### config.mk
export PLATFORM = sky130hd
export DESIGN_NAME = writeback_stage
export DESIGN_NICKNAME = d
export VERILOG_FILES = /design/src/rtl/writeback_stage.sv
export SDC_FILE = /design/constraint.sdc
export NUM_CORES = 1
export LEC_CHECK = 0
export BUFFER_PORTS_ARGS = -buffer_cell sky130_fd_sc_hd__buf_2
export CAP_MARGIN = 30
export CORE_MARGIN = 5
export CORE_UTILIZATION = 45
export CTS_CLUSTER_DIAMETER = 150
export CTS_CLUSTER_SIZE = 16
export DETAILED_ROUTE_END_ITERATION = 6
export PLACE_DENSITY = 0.84
export SYNTH_ARGS = -nofsm -noshare
export SYNTH_HDL_FRONTEND = slang
export SYNTH_SLANG_ARGS = --single-unit
### constraint.sdc
create_clock -name clk -period 2.1 [get_ports clk]
set_clock_uncertainty 0.2 [all_clocks]
set_input_delay 0.21 -clock clk [delete_from_list [all_inputs] [get_ports clk]]
set_output_delay 0.21 -clock clk [all_outputs]
set_load 0.02 [all_outputs]
### src/rtl/writeback_stage.sv
// Final pipeline stage: commits execute results to the register file or data memory,
// owns the architectural flags, and retires instructions over a valid/ready handshake.
module writeback_stage #(
    parameter int DATA_W = 8,
    parameter int REG_AW = 3,
    parameter int MEM_AW = 4
) (
    input  logic                  clk,
    input  logic                  reset,
    input  logic                  in_valid,
    output logic                  in_ready,
    input  logic [4:0]            opcode,
    input  logic [REG_AW-1:0]     rd,
    input  logic [MEM_AW-1:0]     mem_addr,
    input  logic [2*DATA_W-1:0]   result,
    input  logic                  zero_in,
    input  logic                  carry_in,
    input  logic                  ac_in,
    input  logic                  parity_in,
    output logic                  reg_we,
    output logic [REG_AW-1:0]     reg_waddr,
    output logic [DATA_W-1:0]     reg_wdata,
    output logic                  mem_we,
    output logic [MEM_AW-1:0]     mem_waddr,
    output logic [DATA_W-1:0]     mem_wdata,
    output logic [3:0]            flags,
    output logic                  cmp_flag,
    output logic                  wb_done,
    output logic                  halted
);

    localparam logic [1:0] IDLE  = 2'd0;
    localparam logic [1:0] WR_LO = 2'd1;
    localparam logic [1:0] WR_HI = 2'd2;
    localparam logic [1:0] HALT  = 2'd3;

    localparam logic [4:0] OP_STORE = 5'b01100;
    localparam logic [4:0] OP_CMP   = 5'b11001;
    localparam logic [4:0] OP_HALT  = 5'b11111;

    function automatic logic is_reg_op(input logic [4:0] op);
        return op inside {5'b00000, 5'b00001, 5'b00010, 5'b00101, 5'b00110,
                          5'b00111, 5'b01000, 5'b01001, 5'b01010, 5'b01011,
                          [5'b10000:5'b10101]};
    endfunction

    function automatic logic is_two_cycle(input logic [4:0] op);
        return op inside {5'b00011, 5'b00100};
    endfunction

    function automatic logic upd_carry(input logic [4:0] op);
        return op inside {5'b00001, 5'b00010, 5'b00101, 5'b00110, [5'b10000:5'b10011]};
    endfunction

    function automatic logic upd_ac(input logic [4:0] op);
        return op inside {5'b00001, 5'b00010, 5'b00101, 5'b00110};
    endfunction

    logic [1:0]        state_q, state_d;
    logic [4:0]        op_q, op_d;
    logic [REG_AW-1:0] rd_q, rd_d;
    logic [DATA_W-1:0] res_hi_q, res_hi_d;
    logic              reg_we_q, reg_we_d;
    logic [REG_AW-1:0] reg_waddr_q, reg_waddr_d;
    logic [DATA_W-1:0] reg_wdata_q, reg_wdata_d;
    logic              mem_we_q, mem_we_d;
    logic [MEM_AW-1:0] mem_waddr_q, mem_waddr_d;
    logic [DATA_W-1:0] mem_wdata_q, mem_wdata_d;
    logic [3:0]        flags_q, flags_d;
    logic              cmp_q, cmp_d;
    logic              wb_done_q, wb_done_d;
    logic              accept;

    // A latched two-cycle op or halt blocks the next instruction; reset also deasserts ready.
    assign in_ready = !reset &&
                      ((state_q == IDLE) ||
                       (state_q == WR_LO && !is_two_cycle(op_q) && op_q != OP_HALT));
    assign accept   = in_valid && in_ready;

    always_comb begin
        // NOTE: every signal gets a default here so no path leaves one unassigned (no latches).
        state_d     = state_q;
        op_d        = op_q;
        rd_d        = rd_q;
        res_hi_d    = res_hi_q;
        reg_we_d    = 1'b0;
        reg_waddr_d = reg_waddr_q;
        reg_wdata_d = reg_wdata_q;
        mem_we_d    = 1'b0;
        mem_waddr_d = mem_waddr_q;
        mem_wdata_d = mem_wdata_q;
        flags_d     = flags_q;
        cmp_d       = cmp_q;
        wb_done_d   = 1'b0;

        case (state_q)
            WR_LO: begin
                if (is_two_cycle(op_q)) begin
                    state_d     = WR_HI;
                    reg_we_d    = 1'b1;
                    reg_waddr_d = rd_q + REG_AW'(1);
                    reg_wdata_d = res_hi_q;
                    wb_done_d   = 1'b1;
                end else if (op_q == OP_HALT) begin
                    state_d = HALT;
                end else begin
                    state_d = IDLE;
                end
            end
            WR_HI:   state_d = IDLE;
            default: state_d = state_q;
        endcase

        // A new accept overrides the WR_LO -> IDLE return so single-cycle ops stream.
        if (accept) begin
            state_d   = WR_LO;
            op_d      = opcode;
            rd_d      = rd;
            res_hi_d  = result[2*DATA_W-1:DATA_W];
            wb_done_d = !is_two_cycle(opcode);
            if (is_reg_op(opcode) || is_two_cycle(opcode)) begin
                reg_we_d    = 1'b1;
                reg_waddr_d = rd;
                reg_wdata_d = result[DATA_W-1:0];
            end
            if (opcode == OP_STORE) begin
                mem_we_d    = 1'b1;
                mem_waddr_d = mem_addr;
                mem_wdata_d = result[DATA_W-1:0];
            end
            if (is_reg_op(opcode) || is_two_cycle(opcode) || opcode == OP_STORE) begin
                flags_d[3] = zero_in;
                flags_d[0] = parity_in;
            end
            if (upd_carry(opcode)) flags_d[2] = carry_in;
            if (upd_ac(opcode))    flags_d[1] = ac_in;
            if (opcode == OP_CMP)  cmp_d      = result[0];
        end
    end

    always_ff @(posedge clk or posedge reset) begin
        if (reset) begin
            state_q     <= IDLE;
            op_q        <= '0;
            rd_q        <= '0;
            res_hi_q    <= '0;
            reg_we_q    <= 1'b0;
            reg_waddr_q <= '0;
            reg_wdata_q <= '0;
            mem_we_q    <= 1'b0;
            mem_waddr_q <= '0;
            mem_wdata_q <= '0;
            flags_q     <= '0;
            cmp_q       <= 1'b0;
            wb_done_q   <= 1'b0;
        end else begin
            state_q     <= state_d;
            op_q        <= op_d;
            rd_q        <= rd_d;
            res_hi_q    <= res_hi_d;
            reg_we_q    <= reg_we_d;
            reg_waddr_q <= reg_waddr_d;
            reg_wdata_q <= reg_wdata_d;
            mem_we_q    <= mem_we_d;
            mem_waddr_q <= mem_waddr_d;
            mem_wdata_q <= mem_wdata_d;
            flags_q     <= flags_d;
            cmp_q       <= cmp_d;
            wb_done_q   <= wb_done_d;
        end
    end

    assign reg_we    = reg_we_q;
    assign reg_waddr = reg_waddr_q;
    assign reg_wdata = reg_wdata_q;
    assign mem_we    = mem_we_q;
    assign mem_waddr = mem_waddr_q;
    assign mem_wdata = mem_wdata_q;
    assign flags     = flags_q;
    assign cmp_flag  = cmp_q;
    assign wb_done   = wb_done_q;
    assign halted    = (state_q == HALT);

endmodule

==> summary.md, run 1 <==
| Metric | Value |
|---|---|
| Outcome | `complete, but fails checks` |
| Failing checks | `negative setup slack` |
| Final net count | `313` |
| Clock slew at reported path FFs | `0.08 ns` |
| Avg WL per Cell | `16.54 um` |
| Critical Path AT | `approximately 2.2 ns` |
| Initial DRC count | `68` |
| Setup TNS | `-2.594 ns` |
| Final HPWL DP | `between 3000 and 4000 um` |
| Num rows | `25` |
| Static Leakage | `around 1.7 nW` |
| Minimum clock period | `2.212 ns` |
| Clock sinks | `49` |
| Worst hold-check path type | `input port to register` |
| Pwr/cell area | `878.1 nW/um^2` |
| Final setup margin | `-0.1124 ns` |
| Total number of vias | `1680` |
| Syn Nets | `195` |
| Worst Path Max Fanout | `6` |
| Warnings from Yosys | `0` |
| Final Max Slew Viols | `0` |
| Fraction of layout cells with a size suffix above 1 | `57.55%` |
| Largest buffer count on any clock path | `2` |
| Worst skew pair latency | `0.29 ns` |
| Syn_area_per_cell | `~14 um^2` |
| Relative max-transition margin | `58.99%` |
| Inst Count DP | `283` |
| FF+latch area | `1226 um^2` |
| Commonest non-fill, non-tap cell in the layout | `buf_2` |
| Initial antenna violation count | `0` |
| Clk root buf | `clkbuf_8` |
| Total of max-cap violations | `0` |
| Antenna cell count | `0` |
| DR vias/cell | `about 5` |
| CTS tree | `built` |
| Core Region | `4692 um^2` |
| Synthesized cell area | `around 2200 um^2` |
| Routability congestion estimate from global placement | `0.8175` |
| FMAX | `452.0 MHz` |
| Vias in the first global route | `1818` |
| Full die area | `6313 um^2` |
| DRC Markers | `0` |
| Gr usage total | `18.06%` |
| Crit path kind | `register to register` |
| Commonest non-fill, non-tap cells in the layout | `buf_2 (66), dfrtp_1 (49), mux2_2 (29)` |
| Initial Utilization | `between 40% and 50%` |
| Tcrit/Tclk final | `105.4%` |
| Syn Inst Count | `between 150 and 200` |
| Setup crit start kind | `register` |
| First-pass GRT wire length | `roughly 8800 um` |
| Port Buf Inserts | `67` |
| RSZ-0062 raised after global routing | `true` |
| Cell Count, Final, Fillers Out | `332` |
| Total wire length | `5491 um` |
| Slew @ Worst Pin | `0.6152 ns` |
| Area growth from synthesis to layout | `53.60%` |
| CTS buffer count | `5` |
| Fill cells | `330` |
| #FFs+latches synth | `approximately 50` |
| Die Y | `79.46 um` |
| Distinct cells, synth | `34` |
| Final Hold Fails | `0` |
| Sequential fraction of the synthesis area | `56.48%` |
| CP Data Required Time | `between 2 and 2.5 ns` |
| H-tree levels | `2` |
| Crit end category | `register` |
| IO Pins | `68` |
| DIE WIDTH | `79.46 um` |
| DRT Pass-1 Iters | `4` |
| Pin count of the biggest net entering global routing | `50` |
| Final setup viols | `37` |
| Final ANT Viol Nets | `0` |
| Grt ovf | `0` |
| VDD IR max | `around 0.0005 V` |
| Multi-input gate area | `1040 um^2` |
cell families (layout without fill, tap and decap cells):
family                     count (synthesis)  in the layout  synth area share [%]
buffers and inverters                     10            128                 2.247
AOI/OAI and AO/OA                         12             13                 4.784
adders and majority gates                  1              1                0.5763
muxes                                     52             52                 26.97
xor gates and xnor gates                   2              2                0.8071
and+or+nand+nor                           33             33                 8.128
DFF                                       49             49                 56.48
metal layers:
metal  GRT usage [%]  up-vias  wire (um)
li1                -      802          -
met1           22.77      836       2244
met3           3.273        2        218
met4           5.498        0         37
met2           31.39       40       2990
met5               0        -          0
cells in the mapped netlist:
cell type	count	area, um^2
a21o_1	1	7.510
a21oi_1	1	5.000
a31oi_4	1	21.27
and2_1	2	12.51
and3b_1	1	8.760
buf_2	3	15.01
buf_4	2	15.01
clkbuf_1	1	3.750
dfrtp_1	49	1226
ha_1	1	12.51
inv_1	4	15.01
mux2_1	12	135.1
mux2_2	40	450.4
nand2_1	9	33.78
nand2_2	1	6.260
nand2b_1	1	6.260
nand3_1	2	10.01
nand3_2	1	10.01
nand4_1	1	6.260
nor2_1	5	18.77
nor2b_1	2	12.51
nor3_1	2	10.01
nor3b_1	3	22.52
nor4_1	1	6.260
o2111ai_1	1	8.760
o2111ai_2	1	15.01
o211ai_1	1	7.510
o21a_1	1	7.510
o21ai_0	3	15.01
o2bb2ai_1	1	8.760
o31ai_1	1	7.510
or2_1	1	6.260
or2_2	1	6.260
xnor2_1	2	17.52
worst max-delay path, cell delays in order, from the launching register on:
cell and delay, ns:
dfrtp_1 0.42, and3b_1 0.21, or2_1 0.25, buf_6 0.14, a31oi_4 0.19, buf_6 0.13
nand3_4 0.11, buf_12 0.17, mux2_4 0.28
report_power, final:
part           switching (mW)  internal [mW]  leakage, nW
Sequential              0.115           1.15        0.605
Combinational           0.476          0.531         1.03
Clock                   0.300          0.358       0.0554
Total                   0.891           2.04         1.69
final cells by class:
cell class	instances	share of cell area, %
well taps	54	2.026
flip-flops and latches	49	36.77
inverters	4	0.5629
repair buffers	116	26.12
multi-input cells	101	31.18
clock buffers	6	2.176
clock inverters	2	1.163
what timing repair did:
action | in CTS | in global routing
buffers inserted | 6 | 7
hold endpoints to repair | 87 | 0
cloned | 2 | 1
gates resized for setup | 5 | 23
pin swaps | 4 | 5
endpoints found under the setup margin | 18 | 44
hold buffers | 27 | 0
sequential cells by signal, summed over array words and instances, names as in the netlist:
signal     count
op_q           5
reg_we         1
res_hi_q       8
cmp_flag       1
mem_wdata      8
mem_we         1
state_q        2
flags          4
wb_done        1
reg_wdata      8
rd_q           3
reg_waddr      3
mem_waddr      4
per-stage QoR:
stage / utilization [%] / setup WS (ns) / power (mW) / hold WS, ns / area (um^2)
final: 71.07 / -0.1124 / 2.928 / 0.03618 / 3334
after global routing: 71.07 / -0.1761 / 3.096 / 0.03959 / 3334
after CTS: 67.84 / -0.08219 / 2.862 / 0.02930 / 3183
after detailed placement: 57.47 / -0.03123 / 2.109 / 0.2450 / 2696
after global placement: 57.47 / 0.004768 / 2.077 / 0.2412 / 2696
after floorplan: - / -0.07738 / 1.824 / 0.05364 / 2232
path summary, 6_finish.rpt:
path,start,endpoint,slack [ns],cells past startpoint
max in group asynchronous,reset,op_q[1],0.79,4
worst min-delay path,opcode[4],op_q[4],0.04,2
min in group asynchronous,reset,op_q[4],0.48,4
worst max-delay path,op_q[0],reg_wdata[0],-0.11,8
worst min register to register,flags[1],flags[1],0.31,1
worst max register to register,op_q[0],reg_wdata[0],-0.11,8
No activity file was read; power rests on OpenSTA's default activity.
==> run 2, diff against run 1 <==
--- a/config.mk
+++ b/config.mk
@@ -12,7 +12,7 @@
 export CTS_CLUSTER_DIAMETER = 150
 export CTS_CLUSTER_SIZE = 16
 export DETAILED_ROUTE_END_ITERATION = 6
-export PLACE_DENSITY = 0.84
+export PLACE_DENSITY = 0.77
 export SYNTH_ARGS = -nofsm -noshare
 export SYNTH_HDL_FRONTEND = slang
 export SYNTH_SLANG_ARGS = --single-unit
==> run 2 against run 1 <==
Compared with the run above: critical path type unchanged; the run still ends with negative setup slack left; maximum frequency grew 0.41%; non-clock buffer count grew 1; sequential power is essentially flat; sequential share of layout area grew 0.73 points; combinational power is essentially flat; highest routed layer unchanged; count of clock-buffer cells in the layout grew 2; register-to-register slack is essentially flat; via count grew 2.1%.
==> summary.md, run 2 (synthesized netlist as in run 1, its figures left out) <==
| Metric | Value |
|---|---|
| Outcome | `complete, but fails checks` |
| Failing checks | `negative setup slack` |
| Worst reg2reg path depth | `7 (-1)` |
| Avg WL per Cell | `17.44 um (+5.4%)` |
| Final setup viols | `39 (+5.4%)` |
| CP endpoint | `op_q[1]` |
| Pwr/cell area | `854.9 nW/um^2 (-2.7%)` |
| Worst hold-check path type | `input port to register` |
| Die Y | `79.46 um (unchanged)` |
| Worst skew pair latency | `0.29 ns (about the same)` |
| Static Leakage | `1.655 nW (-2.1%)` |
| Slew @ Worst Pin | `0.6142 ns (-0.001004 ns)` |
| FF+latch area | `1226 um^2 (unchanged)` |
| DR vias/cell | `5.166 (+2.1%)` |
| CP Data Required Time | `2.08 ns (about the same)` |
| Num rows | `25 (unchanged)` |
| Antenna cell count | `0 (unchanged)` |
| Initial antenna violation count | `0 (unchanged)` |
| Reg2reg setup slack | `-0.10 ns (about the same)` |
| Tcrit/Tclk final | `104.9% (-0.43 points)` |
| Crit path kind | `register to register` |
| Final ANT Viol Nets | `0 (unchanged)` |
| First-pass GRT wire length | `8832 um (about the same)` |
| DRT Pass-1 Iters | `4 (unchanged)` |
| DIE WIDTH | `79.46 um (unchanged)` |
| Gr usage total | `18.17% (+0.11 points)` |
| Relative max-transition margin | `59.05% (+0.067 points)` |
| Largest buffer count on any clock path | `2 (unchanged)` |
| Total wire length | `5790 um (+5.4%)` |
| Setup crit start kind | `register` |
| Crit end category | `register` |
| Fill cells | `325 (-1.5%)` |
| Worst r2r src | `op_q[0]` |
| RSZ-0062 raised after global routing | `true` |
| Final setup margin | `-0.1034 ns (+0.009005 ns)` |
| Grt ovf | `0 (unchanged)` |
| FMAX | `453.8 MHz (+0.41%)` |
| IO Pins | `68 (unchanged)` |
| Fraction of layout cells with a size suffix above 1 | `55.76% (-1.8 points)` |
| CP startpoint | `op_q[0]` |
| Area growth from synthesis to layout | `50.61%` |
| Multi-input gate area | `1012 um^2 (-2.6%)` |
| H-tree levels | `2 (unchanged)` |
| Minimum clock period | `2.203 ns (-0.009005 ns)` |
| VDD IR max | `0.0005305 V (+6.6%)` |
| Pin count of the biggest net entering global routing | `50 (unchanged)` |
| Tot Pwr | `2.795 mW (-4.6%)` |
| Initial Utilization | `46.27% (unchanged)` |
| Port Buf Inserts | `67 (unchanged)` |
| Final Hold Fails | `0 (unchanged)` |
| Final net count | `313 (unchanged)` |
| Vias in the first global route | `1798 (-1.1%)` |
| Clk root buf | `clkbuf_8` |
| CTS buffer count | `5 (unchanged)` |
| CTS tree | `built` |
| Total number of vias | `1715 (+2.1%)` |
| Worst Path Max Fanout | `8 (+2)` |
| DRC Markers | `0 (unchanged)` |
| Final Util | `69.68% (-1.4 points)` |
| Initial DRC count | `52 (-24%)` |
| Commonest non-fill, non-tap cell in the layout | `buf_2` |
| Setup TNS | `-1.829 ns (+0.7653 ns)` |
| Commonest non-fill, non-tap cells in the layout | `buf_2 (66), dfrtp_1 (49), mux2_2 (28)` |
| Total of max-cap violations | `0 (unchanged)` |
| Reg2Reg Capture Point | `op_q[1]` |
| Final HPWL DP | `3304 um (-1.3%)` |
| Core Region | `4692 um^2 (unchanged)` |
| Full die area | `6313 um^2 (unchanged)` |
| Routability congestion estimate from global placement | `0.7584 (-7.2%)` |
| Clock sinks | `49 (unchanged)` |
| Final Max Slew Viols | `0 (unchanged)` |
| WHS Path Cells | `2 (unchanged)` |
| Critical Path AT | `2.18 ns (about the same)` |
| Clock slew at reported path FFs | `0.08 ns (about the same)` |
[run 2: final cells by class]
cell class	instances	share of cell area (%)
well taps	54	2.067
clock buffers	8	2.449
inverters	4	0.5741
repair buffers	117	26.44
flip-flops and latches	49	37.50
multi-input cells	100	30.96
[run 2: through the flow]
step	cells	worst slack (ns)	hold slack (ns)	area (um^2)
2_1_floorplan	159	-0.07738	0.05364	2232
3_3_place_gp	282	0.07483	0.2417	2676
3_5_place_dp	282	0.03357	0.2482	2676
4_1_cts	324	-0.03148	0.03971	3088
5_1_grt	332	-0.1729	0.04810	3269
6_report	332	-0.1034	0.04959	3269
[run 2: critical path: stages, from the launching register on]
cell and delay [ns]:
dfrtp_1 0.40, and3b_1 0.19, or2_1 0.22, buf_4 0.14, a31oi_4 0.25, buf_4 0.19, clkbuf_16 0.15, mux2_2 0.33
[run 2: report_power, final]
| part | total [mW] | internal (mW) | switching (mW) |
|---|---|---|---|
| clock network | 0.519 | 0.237 | 0.282 |
| registers | 1.26 | 1.15 | 0.116 |
| logic | 1.01 | 0.531 | 0.481 |
[run 2: timing repair]
action / in CTS / in global routing
resized for setup: 2 / 21
setup buffers: 7 / 6
setup endpoints to repair: 1 / 45
pin swaps: 4 / 4
hold buffers: 27 / 0
cloned: 0 / 2
hold endpoints to repair: 87 / 0
[run 2: metal layers]
metal	wire length (um)	global-route usage, %	up-vias
met5	0	0	-
met2	3011	31.22	57
met3	348	4.966	7
met1	2361	22.76	852
li1	-	-	799
met4	68	4.124	0
[run 2: worst min path at each step]
stage                      from      endpoint  slack [ns]
detailed placement  mem_addr[3]  mem_waddr[3]        0.25
global route          opcode[2]       op_q[2]        0.05
global placement    mem_addr[3]  mem_waddr[3]        0.24
CTS                   opcode[4]       op_q[4]        0.04
finish                opcode[4]       op_q[4]        0.05
floorplan                 reset      cmp_flag        0.05
==> run 3, diff against run 2 <==
--- a/config.mk
+++ b/config.mk
@@ -13,6 +13,7 @@
 export CTS_CLUSTER_SIZE = 16
 export DETAILED_ROUTE_END_ITERATION = 6
 export PLACE_DENSITY = 0.77
+export SKIP_LAST_GASP = 1
 export SYNTH_ARGS = -nofsm -noshare
 export SYNTH_HDL_FRONTEND = slang
 export SYNTH_SLANG_ARGS = --single-unit
==> run 3 against run 2 <==
Compared with the run above: the flow still finishes with violations (negative setup slack); routed wire length shrank 8.2%; core utilization shrank 1.8 points; combinational power shrank 4%; critical path type unchanged.
==> summary.md, run 3 (synthesized netlist as in run 1, its figures left out) <==
| Metric | Value |
|---|---|
| Final ANT Viol Nets | `0 (unchanged)` |
| IO Pins | `68 (unchanged)` |
| Num rows | `25 (unchanged)` |
| Worst hold-check path type | `input port to register` |
| Full die area | `6313 um^2 (unchanged)` |
| Relative max-transition margin | `59.94% (+0.88 points)` |
| Inst Count DP | `282 (unchanged)` |
| Tcrit/Tclk final | `102.2% (-2.7 points)` |
| Clock slew at reported path FFs | `0.08 ns (about the same)` |
| Pwr/cell area | `860.7 nW/um^2 (+0.69%)` |
| CP Data Required Time | `2.07 ns (about the same)` |
| Cell Count, Final, Fillers Out | `329 (-0.90%)` |
| Die Y | `79.46 um (unchanged)` |
| Grt ovf | `0 (unchanged)` |
| DR vias/cell | `5.049 (-2.3%)` |
| Final Hold Fails | `0 (unchanged)` |
| CTS tree | `built` |
| Vias in the first global route | `1811 (+0.72%)` |
| Clock sinks | `49 (unchanged)` |
| Largest buffer count on any clock path | `2 (unchanged)` |
| Final Util | `67.84% (-1.8 points)` |
| Worst skew pair latency | `0.29 ns (about the same)` |
| Total number of vias | `1661 (-3.1%)` |
| Initial antenna violation count | `0 (unchanged)` |
| Area growth from synthesis to layout | `46.63%` |
| RSZ-0062 raised after global routing | `true` |
| Clk root buf | `clkbuf_8` |
| Worst Path Max Fanout | `5 (-3)` |
| Total of max-cap violations | `0 (unchanged)` |
| Commonest non-fill, non-tap cell in the layout | `buf_2` |
| Gr usage total | `18.17% (unchanged)` |
| Failing checks | `negative setup slack` |
| Port Buf Inserts | `67 (unchanged)` |
| Critical Path AT | `2.12 ns (-0.06 ns)` |
| First-pass GRT wire length | `8845 um (+0.15%)` |
| DIE WIDTH | `79.46 um (unchanged)` |
| DRC Markers | `0 (unchanged)` |
| Met1 Use GR | `22.25% (-0.51 points)` |
| Total wire length | `5314 um (-8.2%)` |
| Final HPWL DP | `3304 um (unchanged)` |
| Crit path kind | `register to register` |
| Slew @ Worst Pin | `0.6010 ns (-0.01324 ns)` |
| Post-Place Setup Slack | `0.03357 ns (unchanged)` |
| Fill cells | `339 (+4.3%)` |
| Outcome | `complete, but fails checks` |
| Minimum clock period | `2.146 ns (-0.05692 ns)` |
| VDD IR max | `0.0005616 V (+5.9%)` |
| Antenna cell count | `0 (unchanged)` |
| Routability congestion estimate from global placement | `0.7584 (unchanged)` |
| Avg WL per Cell | `16.15 um (-7.4%)` |
| Core Region | `4692 um^2 (unchanged)` |
| Initial DRC count | `92 (+77%)` |
| Static Leakage | `1.582 nW (-4.4%)` |
| Crit end category | `register` |
| CTS buffer count | `5 (unchanged)` |
| Final net count | `310 (-0.96%)` |
| Final setup viols | `14 (-64%)` |
| Final Max Slew Viols | `0 (unchanged)` |
| DRT Pass-1 Iters | `3 (-1)` |
| Grt met2 use | `31.14% (-0.083 points)` |
| GRT busiest layer | `met2` |
| Pin count of the biggest net entering global routing | `50 (unchanged)` |
| H-tree levels | `2 (unchanged)` |
| FMAX | `465.9 MHz (+2.7%)` |
| Commonest non-fill, non-tap cells in the layout | `buf_2 (67), dfrtp_1 (49), mux2_2 (39)` |
| Setup crit start kind | `register` |
| Met3 Usage GRT | `5.530% (+0.56 points)` |
| Fraction of layout cells with a size suffix above 1 | `56.00% (+0.24 points)` |
| Final setup margin | `-0.04646 ns (+0.05692 ns)` |
| Initial Utilization | `46.27% (unchanged)` |
## run 3: cell types whose count changed in the layout (fill, tap and decap cells not counted), sizes merged
cell and change:
buf -1, clkbuf -2
## run 3: critical path: stages (launching register included)
cell and delay, ns:
dfrtp_1 0.40, buf_4 0.15, buf_4 0.14, nand3_2 0.06, o2111ai_2 0.16, a31oi_4 0.29
buf_6 0.16, o211ai_1 0.14, mux2_4 0.33
## run 3: cell type report
class	count	area [um^2]	area share, %
Sequential cell	49	1226	38.52
Tap cell	54	67.56	2.123
Timing Repair Buffer	114	808.3	25.39
Inverter	4	18.77	0.5896
Multi-Input combinational cell	100	982.2	30.86
Clock buffer	8	80.08	2.516
## run 3: worst paths after layout
kind                                     end  slack [ns]    startpoint  cells past startpoint
worst max-delay path                flags[3]       -0.05       op_q[0]                      8
worst min-delay path                 op_q[4]        0.05     opcode[4]                      2
worst max register to register      flags[3]       -0.05       op_q[0]                      8
worst min register to register  mem_waddr[0]        0.30  mem_waddr[0]                      1
max in group asynchronous           flags[1]        0.77         reset                      4
min in group asynchronous            wb_done        0.52         reset                      4
## run 3: where the power goes
group | switching, mW | internal, mW
Clock | 0.276 | 0.237
Combinational | 0.466 | 0.503
Sequential | 0.110 | 1.15
Total | 0.853 | 1.89
## run 3: per-stage QoR
| step | hold WS, ns | TNS (ns) | power [mW] | cell area, um^2 |
|---|---|---|---|---|
| global route | 0.05235 | -2.079 | 2.918 | 3183 |
| finish | 0.04807 | -0.2303 | 2.740 | 3183 |
| detailed placement | 0.2482 | 0 | 2.103 | 2676 |
| CTS | 0.03973 | -0.1051 | 2.705 | 3084 |
| global placement | 0.2417 | 0 | 2.077 | 2676 |
| floorplan | 0.05364 | -1.871 | 1.824 | 2232 |
## run 3: timing repair
action	in CTS	in global routing
setup buffers	7	4
cloned	0	1
pin swaps	2	7
gates resized for setup	1	14
hold buffers	27	0
hold endpoints to repair	87	0
setup endpoints to repair	1	44
## run 3: per-layer routing
metal / vias to the layer above / part of all wire, %
li1: 798 / -
met1: 810 / 42
met2: 43 / 51
met3: 10 / 5.7
met4: 0 / 1.2
met5: - / 0
